File: src/rtl/rid_list_serializer_if.sv
// Handshake bundle between the merge tree (list in) and the action-lookup/host-report side (beats out).
interface rid_list_serializer_if #(
    parameter int unsigned N = 32
);
    localparam int unsigned LOG2_N = $clog2(N);
    localparam int unsigned RID_W  = LOG2_N + 1;

    logic                 in_valid;
    logic                 in_ready;
    logic [0:N*RID_W-1]   in_rids;
    logic                 out_valid;
    logic                 out_ready;
    logic [LOG2_N-1:0]    out_rid;
    logic                 out_last;
    logic                 out_none;
    logic [LOG2_N:0]      out_count;

    modport master (
        output in_valid, in_rids, out_ready,
        input  in_ready, out_valid, out_rid, out_last, out_none, out_count
    );

    modport slave (
        input  in_valid, in_rids, out_ready,
        output in_ready, out_valid, out_rid, out_last, out_none, out_count
    );
endinterface

File: src/rtl/rid_list_serializer.sv
// Captures one merged rule-ID list and streams its valid rule indices, lowest entry first,
// one beat per cycle; an empty list produces a single "none" beat.
module rid_list_serializer #(
    parameter int unsigned N = 32
) (
    input  logic                   clk,
    input  logic                   reset,
    rid_list_serializer_if.slave   bus
);
    localparam int unsigned LOG2_N = $clog2(N);
    localparam int unsigned RID_W  = LOG2_N + 1;

    typedef enum logic {IDLE, EMIT} state_e;

    state_e                       state_q, state_d;
    logic [N-1:0][LOG2_N-1:0]     idx_q, idx_d;
    logic [N-1:0]                 mask_q, mask_d;
    logic [LOG2_N-1:0]            sel_q, sel_d;
    logic                         in_ready_q, in_ready_d;
    logic                         out_valid_q, out_valid_d;
    logic [LOG2_N-1:0]            out_rid_q, out_rid_d;
    logic                         out_last_q, out_last_d;
    logic                         out_none_q, out_none_d;
    logic [LOG2_N:0]              out_count_q, out_count_d;

    logic [N-1:0]                 vflag_c;
    logic [N-1:0][LOG2_N-1:0]     in_idx_c;
    logic [N-1:0]                 mask_clr_c;
    logic [N-1:0]                 pe_mask_c;
    logic [LOG2_N-1:0]            first_c;
    logic                         single_c;

    function automatic logic [LOG2_N-1:0] first_set(input logic [N-1:0] m);
        logic [LOG2_N-1:0] r;
        r = '0;
        for (int i = int'(N) - 1; i >= 0; i--) begin
            if (m[i]) r = LOG2_N'(i);
        end
        return r;
    endfunction

    function automatic logic [LOG2_N:0] popcount(input logic [N-1:0] m);
        logic [LOG2_N:0] c;
        c = '0;
        for (int unsigned i = 0; i < N; i++) begin
            c = c + (LOG2_N+1)'(m[i]);
        end
        return c;
    endfunction

    // Unpack entries: first bit of each entry is the valid flag, the rest the index, MSB first.
    always_comb begin
        for (int unsigned k = 0; k < N; k++) begin
            vflag_c[k]  = bus.in_rids[k*RID_W];
            in_idx_c[k] = bus.in_rids[k*RID_W+1 +: LOG2_N];
        end
    end

    // One shared priority encoder: fresh valid flags at capture, remaining mask while emitting.
    always_comb begin
        mask_clr_c = mask_q & ~(N'(1) << sel_q);
        pe_mask_c  = (state_q == IDLE) ? vflag_c : mask_clr_c;
        first_c    = first_set(pe_mask_c);
        single_c   = (pe_mask_c != '0) && ((pe_mask_c & (pe_mask_c - N'(1))) == '0);
    end

    always_comb begin
        state_d     = state_q;
        idx_d       = idx_q;
        mask_d      = mask_q;
        sel_d       = sel_q;
        in_ready_d  = in_ready_q;
        out_valid_d = out_valid_q;
        out_rid_d   = out_rid_q;
        out_last_d  = out_last_q;
        out_none_d  = out_none_q;
        out_count_d = out_count_q;

        case (state_q)
            IDLE: begin
                in_ready_d = 1'b1;
                if (bus.in_valid && in_ready_q) begin
                    idx_d       = in_idx_c;
                    mask_d      = vflag_c;
                    sel_d       = first_c;
                    in_ready_d  = 1'b0;
                    out_valid_d = 1'b1;
                    out_none_d  = (vflag_c == '0);
                    out_last_d  = (vflag_c == '0) || single_c;
                    out_rid_d   = (vflag_c == '0) ? '0 : in_idx_c[first_c];
                    out_count_d = popcount(vflag_c);
                    state_d     = EMIT;
                end
            end
            EMIT: begin
                if (out_valid_q && bus.out_ready) begin
                    if (out_last_q) begin
                        mask_d      = '0;
                        out_valid_d = 1'b0;
                        out_last_d  = 1'b0;
                        out_none_d  = 1'b0;
                        in_ready_d  = 1'b1;
                        state_d     = IDLE;
                    end else begin
                        mask_d     = mask_clr_c;
                        sel_d      = first_c;
                        out_rid_d  = idx_q[first_c];
                        out_last_d = single_c;
                    end
                end
            end
            default: state_d = IDLE;
        endcase
    end

    always_ff @(posedge clk or negedge reset) begin
        if (!reset) begin
            state_q     <= IDLE;
            idx_q       <= '0;
            mask_q      <= '0;
            sel_q       <= '0;
            in_ready_q  <= 1'b0;
            out_valid_q <= 1'b0;
            out_rid_q   <= '0;
            out_last_q  <= 1'b0;
            out_none_q  <= 1'b0;
            out_count_q <= '0;
        end else begin
            state_q     <= state_d;
            idx_q       <= idx_d;
            mask_q      <= mask_d;
            sel_q       <= sel_d;
            in_ready_q  <= in_ready_d;
            out_valid_q <= out_valid_d;
            out_rid_q   <= out_rid_d;
            out_last_q  <= out_last_d;
            out_none_q  <= out_none_d;
            out_count_q <= out_count_d;
        end
    end

    assign bus.in_ready  = in_ready_q;
    assign bus.out_valid = out_valid_q;
    assign bus.out_rid   = out_rid_q;
    assign bus.out_last  = out_last_q;
    assign bus.out_none  = out_none_q;
    assign bus.out_count = out_count_q;
endmodule

File: src/flat_wrapper.sv
// flat-port wrapper written by rule: the top's interface ports become plain ports
module rid_list_serializer_flat 
#(
    parameter int unsigned N = 32
)
  (clk, reset, bus_in_valid, bus_in_rids, bus_out_ready, bus_in_ready, bus_out_valid, bus_out_rid, bus_out_last, bus_out_none, bus_out_count);
  rid_list_serializer_if #(.N(N)) bus_i ();
  input  logic clk;
  input  logic reset;
  input wire logic [$bits(bus_i.in_valid)-1:0] bus_in_valid;
  input wire logic [$bits(bus_i.in_rids)-1:0] bus_in_rids;
  input wire logic [$bits(bus_i.out_ready)-1:0] bus_out_ready;
  output wire logic [$bits(bus_i.in_ready)-1:0] bus_in_ready;
  output wire logic [$bits(bus_i.out_valid)-1:0] bus_out_valid;
  output wire logic [$bits(bus_i.out_rid)-1:0] bus_out_rid;
  output wire logic [$bits(bus_i.out_last)-1:0] bus_out_last;
  output wire logic [$bits(bus_i.out_none)-1:0] bus_out_none;
  output wire logic [$bits(bus_i.out_count)-1:0] bus_out_count;
  assign bus_i.in_valid = bus_in_valid;
  assign bus_i.in_rids = bus_in_rids;
  assign bus_i.out_ready = bus_out_ready;
  assign bus_in_ready = bus_i.in_ready;
  assign bus_out_valid = bus_i.out_valid;
  assign bus_out_rid = bus_i.out_rid;
  assign bus_out_last = bus_i.out_last;
  assign bus_out_none = bus_i.out_none;
  assign bus_out_count = bus_i.out_count;
  rid_list_serializer #(.N(N)) u_core (.clk(clk), .reset(reset), .bus(bus_i));
endmodule
File: config.mk
export PLATFORM = sky130hd
export DESIGN_NAME = rid_list_serializer_flat
export DESIGN_NICKNAME = d
export VERILOG_FILES = /design/src/rtl/rid_list_serializer_if.sv /design/src/rtl/rid_list_serializer.sv /design/src/flat_wrapper.sv
export SDC_FILE = /design/constraint.sdc
export NUM_CORES = 1
export LEC_CHECK = 0
export ABC_AREA = 1
export BUFFER_PORTS_ARGS = -buffer_cell sky130_fd_sc_hd__buf_2
export CORE_MARGIN = 2
export CORE_UTILIZATION = 40
export CTS_CLUSTER_DIAMETER = 50
export DETAILED_ROUTE_END_ITERATION = 7
export HOLD_SLACK_MARGIN = 0.02
export SYNTH_ARGS = -nofsm -noshare
export SYNTH_HDL_FRONTEND = slang
export SYNTH_SLANG_ARGS = --single-unit
export TNS_END_PERCENT = 20
File: constraint.sdc
create_clock -name clk -period 3.6 [get_ports clk]
set_clock_uncertainty 0.05 [all_clocks]
set_input_delay 0.54 -clock clk [delete_from_list [all_inputs] [get_ports clk]]
set_output_delay 0.54 -clock clk [all_outputs]
set_load 0.05 [all_outputs]
======== Word level (Yosys, flattened, before mapping) ========
Cells that the tools add are included.
word-level totals
  flip-flop bits (word level) ............. 213
  latch bits .............................. 0
  memory bits (writable) .................. 0
  ROM bits ................................ 0
  output and inout bits ................... 15
  logic and storage cells ................. 163
  memories kept ........................... 0
cells by class
  add/sub/neg operators ................... 32
  multipliers ............................. 0
  div/mod/pow operators ................... 0
  order comparisons ....................... 1
  equal/unequal tests ..................... 4
  shifts and indexed selects .............. 1
  mux-type cells .......................... 68
  bitwise operators ....................... 4
  reduce and logical (&&, ||, !) cells .... 12
operators by type and width
  cell                   number
  $mux 5                 41
  $add 6x1->6            30
  $mux 32                4
  $and 32x32->32         2
  $logic_not 32->1       2
  $pmux 32 s2            1
  $bmux 5 s5             2
  $not 32->32            1
  $reduce_bool 32->1     1
  $shl 1x5->32 const A   1
  $sub 32x1->32 const B  1
  $pmux 5 s2             2
  $mux 1                 13
  $pmux 1 s2             5
  $ne 2x2->1 const B     4
  $lt 5x6->1 const B     1
  $reduce_and 2->1       3
  $reduce_and 3->1       2
  $logic_and 1x1->1      3
  $add 1x1->2            1
  $logic_or 1x1->1       1
  $not 1->1              1

======== Logic depth before layout (Yosys ltp) ========
  word-level depth ........................ 41
  gate-level depth with buffers ........... 47
  depth with buffers taken out ............ 45

======== Worst setup path before layout ========
Ideal clock, no wire load.
  path kind ............................... input -> register
  from .................................... in bus_in_rids[185]
  to ...................................... reg u_core.out_count_q[4] (netlist: u_core.bus.out_count[4])
  setup time .............................. 0.131 ns
  data arrival time ....................... 4.906 ns
  setup slack ............................. -1.486 ns
  cell stages on the path ................. 16
  cell sequence ........................... inv_1 ha_1 inv_1 fa_1 fa_1 fa_1 fa_1 fa_1 fa_1 inv_1 fa_1 fa_1 a21oi_1 nor2_1 nor2_1 o211ai_1
between the ends
  word-level cells in the longest chain between the ends .. 31
ends and longest elaborated chain
  item                        line                        RTL
  start: declaration          flat_wrapper.sv:11          input wire logic [$bits(bus_i.in_rids)-1:0] bus_in_rids;
  $add 1x1->2                 rid_list_serializer.sv:46   c = c + (LOG2_N+1)'(m[i]);
  $add 6x1->6 (30 in series)  rid_list_serializer.sv:46
  end signal: assignment      rid_list_serializer.sv:138  out_count_q <= out_count_d;
  end: declaration            rid_list_serializer.sv:24   logic [LOG2_N:0] out_count_q, out_count_d;
No other way between the ends.
A chain may end at the register's enable or synchronous reset.

======== Worst setup path after layout ========
  from .................................... in bus_in_rids[191]
  to ...................................... reg u_core.out_count_q[3] (netlist: u_core.bus.out_count[3])
Same word-level chain as after synthesis.

==> impl_metrics.tcl <==
set metrics [dict create \
    status "complete, but fails checks" \
    num_rows 69 \
    initial_utilization_pct 40.2 \
    critPathTopFamily "adder cells" \
    synth_area_leaders "dfrtp_1 (38%), nand2_1 (17%), nand3_1 (16%), inv_1 (6.2%), o21ai_0 (5.3%)" \
    antenna_found_initial 1 \
    die_w_um 192 \
    die_area_um2 37000 \
    final_util_pct 51.7 \
    synthTopCellsByCount "nand2_1 (637), nand3_1 (445), inv_1 (234), dfrtp_1 (213), o21ai_0 (149)" \
    crit_chain "buf_8 > inv_4 > ha_4 > inv_2 > fa_1 > fa_1 > fa_1 > fa_1 > fa_1 > fa_1 > inv_1 > fa_2 > buf_4 > buf_4 > buf_4 > a31oi_4 > xor2_1 > o21ai_1" \
    area_delta_synth_final_pct 28.6 \
    yosysMostFrequentCell "nand2_1" \
    io_pins 211 \
    setup_violations 12 \
    yosysTopAreaCell "dfrtp_1" \
    grt_pass1_vias 14500 \
    cts_buffers 37 \
    clock_latency_ns 0.55 \
    tightest_slew_ns 0.770 \
    finalHoldViolations 0 \
    p_leak_nw 9.42 \
    first_pass_iters 6 \
    ys_ff_latch 213 \
    max_freq_mhz 217 \
    finalSetupTns_ns -7.18 \
    slowest_delay_ns 0.53 \
    synth_cells 2108 \
    end_kind "flip-flop" \
    seq_area_frac_synth_pct 37.5 \
    crit_required_ns 3.96 \
    drt_wl_total_um 48600 \
    vias 15100 \
    grt_max_degree 122 \
    synthFlopType "dfrtp_1" \
    rsz0062_at_grt "yes" \
    nFillCells 3517 \
    synth_top_area_share_pct 37.5 \
    cts_buffer_depth 3 \
    place.gp.congestion 0.890 \
    synth-warning-count 0 \
    nNetsFinal 2626 \
    place.port_buffers 210 \
    power_mw 23.6 \
    crit_type "input port to flip-flop" \
    relSlewSlack_pct 48.7 \
    hpwl_um 34100 \
    syn_nets 2337 \
    arrival_ns 4.96 \
    grt_pass1_wl_um 77300 \
    routed_via_density 5.23 \
    holdWs_ns 0.149 \
    synth_edf_count 0 \
    slew_violations 0 \
    tritoncts "yes" \
    design_area_um2 18300 \
    die_h_um 192 \
    ir_drop_mv 0.761 \
    powerDensity_nw_per_um2 1290 \
    grt_usage_pct 26.7 \
    crit_path_frequent_cell "fa_1" \
    ant_nets 0 \
    grt_overflow 0 \
    cp_max_fo 2 \
    hold_class "input port to flip-flop" \
    crit_buf_inv 7 \
    clk_pin_slew_ns 0.06 \
    syn_avg_cell_area_um2 6.74 \
    period_needed_ns 4.60 \
    cp-start-kind "input port" \
    fin_crit_sh_pct 128 \
    ys_types 41 \
    violations "negative setup slack" \
    coreArea_um2 35300 \
    routedWlPerCell_um 16.8 \
    root_buffer "clkbuf_16" \
    drc_errors 0 \
    postPlaceCellArea_um2 16800 \
    ys_async_sr_fraction_pct 100 \
    cts_sinks 213 \
    cpMaxStageDelayCell "fa_1" \
    drive_gt1_share_pct 21.4 \
    syn-cell-area_um2 14200 \
    drt-initial-drc-count 1123 \
    h-tree-depth 2 \
    maxCapViolations 0 \
    finalWorstSetupSlack_ns -1.00 \
]
==> routing by layer <==
layer	wire length, um	GRT usage (%)	vias up
li1	-	-	7384
met3	3020	4.60	79
met4	1310	8.54	0
met1	21500	36.8	7150
met5	0	0	-
met2	22800	42.5	486
==> area by class of cell <==
| class | instances | area (um2) | share of cell area, % |
|---|---|---|---|
| inverter | 250 | 951 | 5.21 |
| antenna | 1 | 2.50 | 0.0137 |
| tap | 461 | 577 | 3.16 |
| multi-input combinational | 1503 | 7390 | 40.4 |
| timing repair buffer | 392 | 2710 | 14.8 |
| clock buffer | 45 | 1060 | 5.80 |
| clock inverter | 22 | 244 | 1.34 |
| sequential | 213 | 5330 | 29.2 |
==> final timing paths <==
path                                   startpoint  slack, ns  cells past startpoint                 endpoint
worst max-delay path             bus_in_rids[191]      -1.00                     18  u_core.bus.out_count[3]
min in group asynchronous                   reset       0.56                      2         u_core.idx_q[58]
max in group asynchronous                   reset       2.02                      3         u_core.idx_q[76]
worst min-delay path               bus_in_rids[8]       0.15                      3        u_core.idx_q[152]
worst max register to register    u_core.sel_q[0]      -0.44                     46    u_core.bus.out_rid[0]
worst min register to register  u_core.idx_q[145]       0.42                      2        u_core.idx_q[145]
==> cells by family after synthesis <==
kind of cell | synth area share [%]
and+or+nand+nor | 37.2
AOI/OAI and AO/OA | 9.35
adders and majority gates | 4.18
buffers and inverters | 11.7
xor gates and xnor gates | 0.123
DFF | 37.5
==> worst register-to-register path: cells and delay by family, from the launching register on <==
family	cells	cell delay, ns
AND/OR/NAND/NOR	44	3.08
flip-flops	1	0.44
buffers and inverters	2	0.34
==> state kept, by name (all words and copies together), names as in the netlist <==
register	count
u_core.bus.out_none	1
u_core.bus.in_ready	1
u_core.idx_q	160
u_core.bus.out_count	6
u_core.sel_q	5
u_core.state_q	1
u_core.bus.out_last	1
u_core.bus.out_valid	1
u_core.mask_q	32
u_core.bus.out_rid	5
==> power breakdown <==
| group | internal [mW] | switching, mW |
|---|---|---|
| Sequential | 3.52 | 0.506 |
| Combinational | 6.08 | 9.79 |
| Clock | 2.39 | 1.34 |
| Total | 12.0 | 11.6 |
==> through the flow <==
| stage | setup slack (ns) | instances |
|---|---|---|
| after global routing | -1.12 | 2887 |
| after CTS | -0.992 | 2885 |
| after floorplan | -1.31 | 2108 |
| final | -1.00 | 2887 |
| after global placement | -1.56 | 2816 |
| after detailed placement | -1.63 | 2816 |
==> repair_timing <==
action	in CTS	in global routing
hold buffers	1	0
hold endpoints to repair	41	0
buffers inserted	1	1
pin swaps	3	2
endpoints found under the setup margin	12	14
gates resized for setup	27	13
==> layout by cell type, fill, tap and decap left out, types with 3 or more instances in the layout <==
cell         n
nand2_1    636
nand3_1    443
inv_1      227
dfrtp_1    210
buf_2      207
buf_4      159
o21ai_0    146
nor2_1      82
clkbuf_16   39
o21ai_1     26
a21oi_1     25
a31oi_1     25
fa_1        22
buf_12      20
inv_2       19
nand3b_1    18
nand4_1     10
nor2_2       9
clkinv_2     9
ha_1         8
a21oi_2      7
nor4_1       7
inv_6        6
clkbuf_8     6
nor3_1       4
bufinv_16    4
inv_4        3
o31ai_1      3
buf_8        3
dfrtp_2      3
No activity file was read; power rests on OpenSTA's default activity.
